**config.mk**
```make
export PLATFORM = sky130hd
export DESIGN_NAME = ex_alu_seq
export DESIGN_NICKNAME = d
export VERILOG_FILES = /design/src/rtl/ex_alu_seq.sv
export SDC_FILE = /design/constraint.sdc
export NUM_CORES = 1
export LEC_CHECK = 0
export ABC_AREA = 0
export CORE_MARGIN = 8
export CORE_UTILIZATION = 25
export DETAILED_ROUTE_END_ITERATION = 16
export GPL_TIMING_DRIVEN = 1
export PLACE_DENSITY = 0.46
export SYNTH_ARGS = -nofsm -noshare
export SYNTH_HDL_FRONTEND = slang
export SYNTH_SLANG_ARGS = --single-unit
```
**constraint.sdc**
```tcl
create_clock -name clk -period 11.9 [get_ports clk]
set_input_delay 1.19 -clock clk [delete_from_list [all_inputs] [get_ports clk]]
set_output_delay 1.19 -clock clk [all_outputs]
set_load 0.005 [all_outputs]
```
**src/rtl/ex_alu_seq.sv**
```systemverilog
// Execute-stage ALU: single-cycle base integer ops plus iterative RISC-V M-extension
// multiply/divide (one bit per cycle), with valid/ready handshakes on both sides.
module ex_alu_seq #(
  parameter  int XLEN = 32,
  localparam int SHW  = $clog2(XLEN)
) (
  input  logic            clk,
  input  logic            rst_n,
  input  logic            flush,
  input  logic            in_valid,
  output logic            in_ready,
  input  logic [XLEN-1:0] A,
  input  logic [XLEN-1:0] B,
  input  logic [4:0]      ALU_control,
  output logic            out_valid,
  input  logic            out_ready,
  output logic [XLEN-1:0] result,
  output logic [1:0]      dbg_state_o
);

  // Handshake: an op is taken on a cycle with in_valid & in_ready & !flush;
  // a result is consumed on a cycle with out_valid & out_ready. Both sides hold
  // their payload stable while valid is high and the partner is not ready.

  typedef enum logic [1:0] {
    S_IDLE = 2'd0,
    S_BUSY = 2'd1,
    S_DONE = 2'd2
  } state_t;

  state_t              state_q, state_d;
  logic [SHW-1:0]      cnt_q, cnt_d;
  logic [4:0]          op_q, op_d;
  logic                neg_q, neg_d;
  logic [XLEN-1:0]     mcand_q, mcand_d;
  logic [2*XLEN-1:0]   prod_q, prod_d;
  logic [XLEN-1:0]     result_q, result_d;

  localparam logic [XLEN-1:0] MIN_S = {1'b1, {(XLEN-1){1'b0}}};

  // Accept-time decode
  logic            is_m, is_div, sgn_a, sgn_b, sa, sb, b_zero, ovf;
  logic [XLEN-1:0] a_mag, b_mag, base_res;
  logic [SHW-1:0]  shamt;

  assign is_m   = (ALU_control[4:3] == 2'b10);
  assign is_div = is_m & ALU_control[2];
  assign sgn_a  = is_div ? ~ALU_control[0]
                         : (ALU_control[1:0] == 2'b01) | (ALU_control[1:0] == 2'b10);
  assign sgn_b  = is_div ? ~ALU_control[0] : (ALU_control[1:0] == 2'b01);
  assign sa     = sgn_a & A[XLEN-1];
  assign sb     = sgn_b & B[XLEN-1];
  assign a_mag  = sa ? -A : A;
  assign b_mag  = sb ? -B : B;
  assign b_zero = (B == '0);
  assign ovf    = ~ALU_control[0] & (A == MIN_S) & (B == '1);
  assign shamt  = B[SHW-1:0];

  always_comb begin
    base_res = '0;
    case (ALU_control)
      5'h00: base_res = A & B;
      5'h01: base_res = A | B;
      5'h02: base_res = A + B;
      5'h03: base_res = A ^ B;
      5'h04: base_res = A << shamt;
      5'h05: base_res = A >> shamt;
      5'h06: base_res = A - B;
      5'h07: base_res = XLEN'($signed(A) < $signed(B));
      5'h08: base_res = XLEN'(A < B);
      5'h09: base_res = XLEN'($signed(A) >>> shamt);
      5'h0A: base_res = A;
      5'h0B: base_res = B;
      default: base_res = '0;
    endcase
  end

  // Iteration datapath: prod_q is {partial product, multiplier} for multiply
  // and {partial remainder, dividend/quotient} for divide.
  logic              op_is_div;
  logic [XLEN:0]     mul_sum, dsh, dtrial;
  logic [2*XLEN-1:0] mul_step, div_step, mul_fix;
  logic [XLEN-1:0]   div_raw, fin_res;

  assign op_is_div = op_q[2];
  assign mul_sum   = {1'b0, prod_q[2*XLEN-1:XLEN]} + (prod_q[0] ? {1'b0, mcand_q} : '0);
  assign mul_step  = {mul_sum, prod_q[XLEN-1:1]};
  assign dsh       = {prod_q[2*XLEN-1:XLEN], prod_q[XLEN-1]};
  assign dtrial    = dsh - {1'b0, mcand_q};
  assign div_step  = dtrial[XLEN] ? {dsh[XLEN-1:0], prod_q[XLEN-2:0], 1'b0}
                                  : {dtrial[XLEN-1:0], prod_q[XLEN-2:0], 1'b1};
  assign mul_fix   = neg_q ? -mul_step : mul_step;
  assign div_raw   = op_q[1] ? div_step[2*XLEN-1:XLEN] : div_step[XLEN-1:0];

  always_comb begin
    fin_res = '0;
    if (op_is_div)               fin_res = neg_q ? -div_raw : div_raw;
    else if (op_q[1:0] == 2'b00) fin_res = mul_fix[XLEN-1:0];
    else                         fin_res = mul_fix[2*XLEN-1:XLEN];
  end

  always_comb begin
    state_d  = state_q;
    cnt_d    = cnt_q;
    op_d     = op_q;
    neg_d    = neg_q;
    mcand_d  = mcand_q;
    prod_d   = prod_q;
    result_d = result_q;
    if (flush) begin
      state_d = S_IDLE;
    end else begin
      case (state_q)
        S_IDLE: begin
          if (in_valid) begin
            op_d = ALU_control;
            if (!is_m) begin
              result_d = base_res;
              state_d  = S_DONE;
            end else if (is_div && b_zero) begin
              result_d = ALU_control[1] ? A : '1;
              state_d  = S_DONE;
            end else if (is_div && ovf) begin
              result_d = ALU_control[1] ? '0 : A;
              state_d  = S_DONE;
            end else begin
              state_d = S_BUSY;
              cnt_d   = SHW'(XLEN - 1);
              mcand_d = is_div ? b_mag : a_mag;
              prod_d  = {{XLEN{1'b0}}, (is_div ? a_mag : b_mag)};
              neg_d   = (is_div && ALU_control[1]) ? sa : (sa ^ sb);
            end
          end
        end
        S_BUSY: begin
          prod_d = op_is_div ? div_step : mul_step;
          if (cnt_q == '0) begin
            result_d = fin_res;
            state_d  = S_DONE;
          end else begin
            cnt_d = cnt_q - SHW'(1);
          end
        end
        S_DONE: begin
          if (out_ready) state_d = S_IDLE;
        end
        default: state_d = S_IDLE;
      endcase
    end
  end

  always_ff @(posedge clk or negedge rst_n) begin
    if (!rst_n) begin
      state_q  <= S_IDLE;
      cnt_q    <= '0;
      op_q     <= '0;
      neg_q    <= 1'b0;
      mcand_q  <= '0;
      prod_q   <= '0;
      result_q <= '0;
    end else begin
      state_q  <= state_d;
      cnt_q    <= cnt_d;
      op_q     <= op_d;
      neg_q    <= neg_d;
      mcand_q  <= mcand_d;
      prod_q   <= prod_d;
      result_q <= result_d;
    end
  end

  assign in_ready    = (state_q == S_IDLE);
  assign out_valid   = (state_q == S_DONE);
  assign result      = result_q;
  assign dbg_state_o = state_q;

endmodule

```
* Word level (Yosys, flattened, before mapping) *
Cells that the tools add are included.

word-level totals
  logic and storage cells = 121
  output and inout bits = 36
  bits in registers = 139
  input port bits = 74

cells by class
  muxes and demuxes = 43
  order comparisons = 2
  add/subtract/negate cells = 9
  shift-type cells = 3
  equality and inequality tests = 28
  reductions and logical operators = 15
  bitwise operators = 14

operators with widths
  cell                    count
  $mux W32                16
  $mux W64                7
  $pmux W32 S12           1
  $pmux W64 S2            1
  $neg A32 Y32            3
  $eq A32 B32 Y1 const B  2
  $lt A32 B32 Y1          2
  $neg A64 Y64            1
  $pmux W32 S2            1
  $add A32 B32 Y33        1
  $sub A33 B32 Y33        1
  $add A32 B32 Y32        1
  $and A32 B32 Y32        1
  $logic_not A32 Y1       1
  $or A32 B32 Y32         1
  $shl A32 B5 Y32         1
  $shr A32 B5 Y32         1
  $sshr A32 B5 Y32        1
  $sub A32 B32 Y32        1
  $xor A32 B32 Y32        1
  $mux W5                 5
  $eq A5 B3 Y1 const B    4
  $eq A5 B4 Y1 const B    4
  $mux W2                 7
  25 further kinds        49

* Logic depth before layout (Yosys ltp) *
Gate-level depths: netlist of run 1.

  depth after elaboration = 11
  depth in mapped cells = 24
  gate-level depth less buffers = 21

* Worst setup path after synthesis of run 1 *
No wires, ideal clock.

  path type = input-to-reg
  from = in B[1]
  to = reg result_q[31], in the netlist result[31]
  setup time = 0.110 ns
  buffers on the path = 4
  required time = 11.790 ns
  cell stages on the path = 16
  arrival time = 5.867 ns
  slack = 5.922 ns
  path through = clkbuf_1 > clkinv_1 > clkbuf_1 > clkbuf_1 > ha_1 > or4b_2 > or3_1 > or4_1 > clkbuf_1 > nor2_2 > o311ai_1 > a211o_1 > or4b_2 > nand2_1 > nor2_1 > o41ai_1

between the ends
  word-level cells in the longest chain between the ends = 6
  elaborated cells between the ends (all ways) = 17
  those cells by class = 2 x add/sub; 2 x eq/ne; 3 x shift; 5 x mux; 1 x bitwise; 4 x reduce/logical

ends and longest elaborated chain
  what                                                      line  text
  start, declared                                           13    input logic [XLEN-1:0] B,
  branches (longest 6 deep; another with $sub A32 B32 Y32)  n/a
  end signal, assigned                                      168   result_q <= result_d;
  end, declared                                             37    logic [XLEN-1:0] result_q, result_d;

Several ways; the timed one is not identified. The select of a mux whose other input is x is not followed.
A chain may end at the register's enable or synchronous reset.

* Final worst setup path of run 1 *
  from = reg prod_q[31]
  to = reg result_q[30], in the netlist result[30]

between the ends
  word-level cells in the longest chain between the ends = 8
  elaborated cells between the ends (all ways) = 11
  those cells by class = 3 x add/sub; 8 x mux

ends and longest elaborated chain
  what                    line  text
  start, declared         36    logic [2*XLEN-1:0] prod_q, prod_d;
  start signal, assigned  167   prod_q <= prod_d;
  $sub A33 B32 Y33        89    assign dtrial = dsh - {1'b0, mcand_q};
  $mux W64                90    assign div_step = dtrial[XLEN] ? {dsh[XLEN-1:0], prod_q[XLEN-2:0], 1'b0}
  $mux W32                93    assign div_raw = op_q[1] ? div_step[2*XLEN-1:XLEN] : div_step[XLEN-1:0];
  $neg A32 Y32            97    if (op_is_div) fin_res = neg_q ? -div_raw : div_raw;
  $mux W32                97
  $mux W32 *              97
  $mux W32 *              137   if (cnt_q == '0) begin
  $pmux W32 S2 *          113   case (state_q)

Every way passes the cells marked *; elsewhere a longest branch is shown, timed or not. The select of a mux whose other input is x is not followed.

==> summary.txt, run 1 <==
Outcome
  • Status: finished clean

Route
  • DRT Pass-1 Iters: 6
  • DRC: 0
  • Avg WL per Cell: 26.6 um
  • Vias: 28.8k
  • Drt first-iter violations: 3474
  • Final wirelength: around 130000 um
  • Vias/cell: between 5 and 6
  • DRT antenna net count: 0

Floorplanning
  • Die W: around 330 um
  • Initial core utilization: 0.251
  • Core area: 101000 sq um
  • Ports: 110
  • Rows: roughly 120
  • Die Y: 334 um
  • Die footprint: approximately 110000 sq um

Power and ir drop
  • Tot Pwr: 5.18 mW
  • Power share of the clock group: 0.108
  • Internal: between 2 and 2.5 mW
  • Static leakage: roughly 11 nW
  • Net Sw Frac: 0.564
  • Seq pwr share: 0.174
  • Sw Pwr: just under 3 mW
  • Pwr/cell area: about 180 nW/um^2
  • VDD IR max: approximately 0.00013 V
  • Combinational power share: 0.718

Timing
  • Worst Tran Pin Value: 1.14 ns
  • Max-slew headroom: 0.239
  • Period utilization: 0.583
  • Fmax: approximately 140 MHz
  • Setup violators final: 0
  • Minimum hold slack: 0.489 ns
  • Final TNS setup: 0 ns
  • Max Slew Vio Count: 0
  • Final Critical Period: 6.93 ns
  • Skew final: 0.0115 ns
  • RSZ-0062 raised after global routing: false
  • Fin. Hold Viols: 0

Critical path
  • Setup crit start: prod_q[31]$_DFFE_PN0P_
  • CP Capture Type: flip-flop
  • Slowest CP cell: or4_1
  • CP max FO: 17
  • CP required: between 10 and 15 ns
  • Worst path depth: 21
  • Slowest Stage Delay on Critical Path: just under 0.7 ns
  • Reg2reg start: prod_q[31]$_DFFE_PN0P_
  • Delay-heaviest family, CP: simple AND/OR/NAND/NOR gates
  • Crit path cell chain: inv_1 > ha_1 > inv_1 > fa_1 > a211oi_1 > o211ai_1 > and4bb_1 > o2111a_1 > or3_1 > nand2_1 > buf_4 > mux2i_1 > a21o_1 > ha_1 > o2111ai_1 > a31oi_1 > nand3_1 > or4_1 > nor4b_1 > mux2i_1 > a2111oi_0
  • WP data arrival: roughly 7.3 ns
  • Critical path type: flip-flop to flip-flop
  • Crit path buf inv count: 3
  • R2R cell count: 21
  • Crit path launch type: flip-flop

GRT
  • Gr ovfl total: 0
  • Total track usage: 0.224
  • Largest net degree at the start of global routing: 90
  • Initial antenna violation count: 5
  • Vias in the first global route: about 27k
  • First-pass GRT wire length: approximately 190000 um

Finish
  • Net count, final: about 3.8k
  • # fillers: 11.2k
  • Core Util, Final: 0.279
  • Multi-input logic area: around 20000 sq um
  • Most common cell after layout, fill and taps aside: nand2_1
  • Most frequent cells in the layout: nand2_1 (402), nor2_1 (376), a21oi_1 (311), o21ai_0 (307), ha_1 (172)
  • Area growth, synth to finish: 11.4%
  • Share of cells above drive strength 1: 0.0624
  • Sequential Area: roughly 3500 sq um
  • Post-Layout Cell Count: just under 5k

Clock tree
  • Post-CTS Hold Buffers: 0
  • Htree depth: 4
  • Clk buf depth: 2
  • Clock root cell: clkbuf_16
  • CTS resizes: 0
  • Post-CTS setup buffer count: 0
  • Clk sinks: 139
  • CTS tree: yes
  • Inserted Clock Buffers: 17
  • Clk slew on worst S/H paths: approximately 0.07 ns
  • Skew-Pair Late Insertion Delay: between 0.4 and 0.5 ns

Yosys
  • Mapped Cells: between 3k and 4k
  • Syn_nets: between 3k and 4k
  • Post-synth EDFFs: 0
  • Avg Inst Size Synth: 6.95 sq um
  • Post-synthesis cell type count: 96
  • Sequential area share after synthesis: 0.137
  • Yosys reg bits: between 100 and 150
  • Top FF cell, synth: dfrtp_1
  • Syn Std Cell Area: roughly 25000 sq um
  • Warnings, synthesis: 0
  • Post-synth ARST share: 1.00

Placed design
  • IO buf count: 109
  • Placed insts: between 4k and 5k
  • HPWL after DPL: approximately 100000 um
  • Gpl congestion: a little under 1

Job
  • Max_cap viols: 0

Worst hold path
  • Hold depth: 2
  • Hold WC Path Type: flip-flop to flip-flop
  • Hold Startpoint: result[0]$_DFFE_PN0P_
## layout make-up
cell class              instances  share of cell area
diodes                          2            0.000177
clock buffers                  19              0.0157
clock inverters                13             0.00505
inverters                     156              0.0207
multi-input cells            3057               0.714
flip-flops and latches        139               0.123
well taps                    1368              0.0606
repair buffers                191              0.0599
## worst paths after layout
check / endpoint / slack [ns]
max: result[30]$_DFFE_PN0P_ / 4.97
max reg2reg: result[30]$_DFFE_PN0P_ / 4.97
min reg2reg: result[0]$_DFFE_PN0P_ / 0.49
min in group asynchronous: mcand_q[6]$_DFFE_PN0P_ / 0.65
max in group asynchronous: op_q[2]$_DFFE_PN0P_ / 9.35
min: result[0]$_DFFE_PN0P_ / 0.49
## metal layers
metal	routed length, um	track usage	up-vias
li1	-	-	13300
met1	60300	0.319	14000
met2	57400	0.351	1325
met3	9380	0.0265	170
met4	4710	0.0729	4
met5	26	0	-
## power by group through the flow
stage	clock, mW	sequential (mW)	combinational, mW
after floorplan	0	0.739	2.55
after global placement	0	0.907	3.63
after detailed placement	0	0.904	3.61
after CTS	0.570	0.896	3.64
after global routing	0.584	0.923	4.04
final	0.560	0.902	3.72
## flip-flops by register name (all words and copies together) (netlist names)
name         count
prod_q          64
mcand_q         32
result          32
cnt_q            5
op_q             3
dbg_state_o      2
neg_q            1
## cells in the mapped netlist, types with 41 or more instances
library cell    n  share of area
o31ai_1        62          0.018
nand4_1        41          0.010
ha_1          172          0.085
o21ai_0       307          0.061
nand2_1       402          0.060
xor2_1         46          0.016
a21oi_1       311          0.061
xnor2_1       130          0.045
a211oi_1       54          0.016
nand3_1        75          0.015
and2_1         51          0.013
a31oi_1        53          0.013
a21o_1         52          0.015
mux2i_1       124          0.049
clkbuf_1      253          0.037
dfrtp_1       139           0.14
nor2_1        380          0.056
nor3_1         70          0.014
inv_1         151          0.022
o211ai_1       57          0.017
## through the flow
step           area, sq um  setup slack [ns]
2_1_floorplan        25300              5.92
3_3_place_gp         27600              4.87
3_5_place_dp         27600              4.86
4_1_cts              28200              5.02
5_1_grt              28200              4.62
6_report             28200              4.97
## worst min-delay path, stage by stage, from the launching register on
cell and delay (ns):
dfrtp_1 0.34, nand2_1 0.06, o31ai_1 0.06
## cell families (layout without fill, tap and decap cells)
logic type,count (synthesis),after routing,share of synthesized area
AND/OR/NAND/NOR,1256,1256,0.232
flip-flops,139,139,0.137
buffers and inverters,453,379,0.0684
XOR/XNOR,176,176,0.0608
multiplexers,165,165,0.0814
other,0,2,0
AO/OA/AOI/OAI,1280,1280,0.331
adder cells (fa/ha/maj),180,180,0.0896
(Power assumes the default switching activity.)
==> run 2: changes to the inputs <==
--- a/config.mk
+++ b/config.mk
@@ -10,7 +10,7 @@
 export CORE_UTILIZATION = 25
 export DETAILED_ROUTE_END_ITERATION = 16
 export GPL_TIMING_DRIVEN = 1
-export PLACE_DENSITY = 0.46
+export PLACE_DENSITY = 0.47
 export SYNTH_ARGS = -nofsm -noshare
 export SYNTH_HDL_FRONTEND = slang
 export SYNTH_SLANG_ARGS = --single-unit
==> constraint.sdc (replaced) <==
create_clock -name clk -period 6.2 [get_ports clk]
set_input_delay 0.62 -clock clk [delete_from_list [all_inputs] [get_ports clk]]
set_output_delay 0.62 -clock clk [all_outputs]
set_load 0.005 [all_outputs]
==> run 2 against run 1 <==
  * Core utilization increased by 0.49 points
  * Sequential cell count unchanged
  * Largest cell class unchanged
  * Highest routed layer unchanged
  * Largest power group unchanged
  * Sequential power increased by 90%
  * Global-route usage decreased by 0.16 points
  * Non-clock buffer count increased by 61
==> summary.txt, run 2 (same netlist as run 1, synthesis figures left out) <==
Timing
  • Skew final: 0.0153 ns
  • Final TNS setup: 0 ns
  • Final Critical Period: 5.74 ns
  • Max Slew Vio Count: 0
  • Setup violators final: 0
  • Final worst slack: around 0.46 ns
  • RSZ-0062 raised after global routing: false
  • Period utilization: 0.925
  • Worst Tran Pin Value: 1.30 ns
  • Max-slew headroom: 0.124
  • Fmax: 174 MHz
  • Fin. Hold Viols: 0
  • Minimum hold slack: roughly 0.28 ns

Clock tree
  • Inserted Clock Buffers: 17
  • Post-CTS setup buffer count: 0
  • Clk sinks: 139
  • CTS tree: yes
  • Clk buf depth: 2
  • Clock root cell: clkbuf_16
  • Clk slew on worst S/H paths: 0.07 ns
  • Skew-Pair Late Insertion Delay: 0.46 ns
  • Htree depth: 4

Floorplanning
  • Die footprint: around 110000 sq um
  • Die Y: approximately 330 um
  • Rows: ~120
  • Initial core utilization: 0.251
  • Ports: 110
  • Die W: about 330 um
  • Core area: a little over 100000 sq um

GRT
  • Gr ovfl total: 0
  • Initial antenna violation count: 8
  • Vias in the first global route: around 27k
  • Total track usage: 0.223
  • First-pass GRT wire length: ~190000 um
  • Largest net degree at the start of global routing: between 90 and 100

Placed design
  • Gpl congestion: around 0.96
  • DP Area: ~28000 sq um
  • HPWL after DPL: 104000 um
  • Placed insts: approximately 5.0k
  • Placement-stage worst setup slack: roughly 0.29 ns
  • IO buf count: around 110

Finish
  • Most frequent cells in the layout: nand2_1 (402), nor2_1 (376), a21oi_1 (311), o21ai_0 (307), ha_1 (172)
  • Largest Register: prod_q
  • Core Util, Final: 0.284
  • Share of cells above drive strength 1: 0.0787
  • Area growth, synth to finish: 13.3%
  • Most common cell after layout, fill and taps aside: nand2_1
  • Net count, final: 3873
  • Number of flip-flops in the largest register: 64
  • Post-route cell area: between 20000 and 30000 sq um
  • Post-Layout Cell Count: around 5.0k

Critical path
  • Slowest CP cell: or4_1
  • Critical path type: flip-flop to flip-flop
  • Slowest Stage Delay on Critical Path: slightly below 0.7 ns
  • CP max FO: 6
  • CP Capture Type: flip-flop
  • R2R Setup Slk: roughly 0.46 ns
  • Crit path cell chain: inv_1 > ha_1 > inv_1 > fa_1 > a211oi_1 > o211ai_1 > and4bb_1 > o2111a_1 > or3_1 > nand2_1 > mux2i_1 > a21o_1 > ha_1 > o2111ai_1 > a31oi_2 > nand3_1 > or4_1 > nor4b_2 > mux2i_1 > a2111oi_0
  • WP data arrival: roughly 6 ns
  • Crit path launch type: flip-flop
  • CP required: 6.53 ns

Route
  • Final wirelength: ~130000 um
  • Drt first-iter violations: roughly 3.3k
  • WL met2: 56700 um
  • Detailed-routed wire length on met3: 10900 um
  • DRC: 0
  • Vias: about 29k
  • Avg WL per Cell: about 26 um
  • M1 WL: just under 60000 um
  • Top Layer Used: met5
  • Vias/cell: 5.80
  • DRT Pass-1 Iters: 8
  • DRT antenna net count: 0

Power and ir drop
  • VDD IR max: around 0.00023 V
  • Tot Pwr: between 10 and 15 mW
  • Pwr/cell area: roughly 350 nW/um^2
  • Static leakage: approximately 11 nW

Worst hold path
  • Hold WC Path Type: input pin to async pin

Job
  • Max_cap viols: 0

Outcome
  • Status: finished clean
[run 2: layout make-up]
cell class	count	area, sq um
Sequential cell	139	3480
Tap cell	1368	1710
Multi-Input combinational cell	3057	20200
Antenna cell	2	5.00
Inverter	156	586
Clock inverter	14	158
Timing Repair Buffer	252	2170
Clock buffer	18	429
Fill cell	11200	72400
[run 2: path summary, 6_finish.rpt]
| path | to | startpoint | cells past startpoint |
|---|---|---|---|
| setup reg to reg | result[30]$_DFFE_PN0P_ | prod_q[31]$_DFFE_PN0P_ | 20 |
| max in group asynchronous | op_q[2]$_DFFE_PN0P_ | rst_n | 2 |
| hold reg to reg | result[3]$_DFFE_PN0P_ | result[3]$_DFFE_PN0P_ | 2 |
| hold / removal | mcand_q[3]$_DFFE_PN0P_ | rst_n | 1 |
| setup / recovery | result[30]$_DFFE_PN0P_ | prod_q[31]$_DFFE_PN0P_ | 20 |
| min in group clk | result[3]$_DFFE_PN0P_ | result[3]$_DFFE_PN0P_ | 2 |
[run 2: where the power goes]
group	total (mW)	switching (mW)	internal (mW)	leakage [nW]
clock	1.08	0.477	0.601	0.279
combinational	7.23	4.59	2.64	9.40
sequential	1.71	0.506	1.20	1.73
[run 2: worst max-delay path, delay by kind of cell (launching register included)]
| kind | cells | cell delay [ns] |
|---|---|---|
| AO/OA/AOI/OAI | 7 | 1.86 |
| adder cells (fa/ha/maj) | 3 | 0.88 |
| buffers and inverters | 2 | 0.13 |
| flip-flops | 1 | 0.37 |
| multiplexers | 2 | 0.37 |
| AND/OR/NAND/NOR | 6 | 1.98 |
[run 2: routing by layer]
metal  GRT usage  vias up
met3      0.0366      204
met2       0.345     1343
met4      0.0821        6
met1       0.310    14000
li1            -    13500
met5           0        -
[run 2: what timing repair did]
action | 4_1_cts | 5_1_grt
endpoints found under the setup margin | 0 | 2
hold buffers | 0 | 0
gates resized for setup | 0 | 2
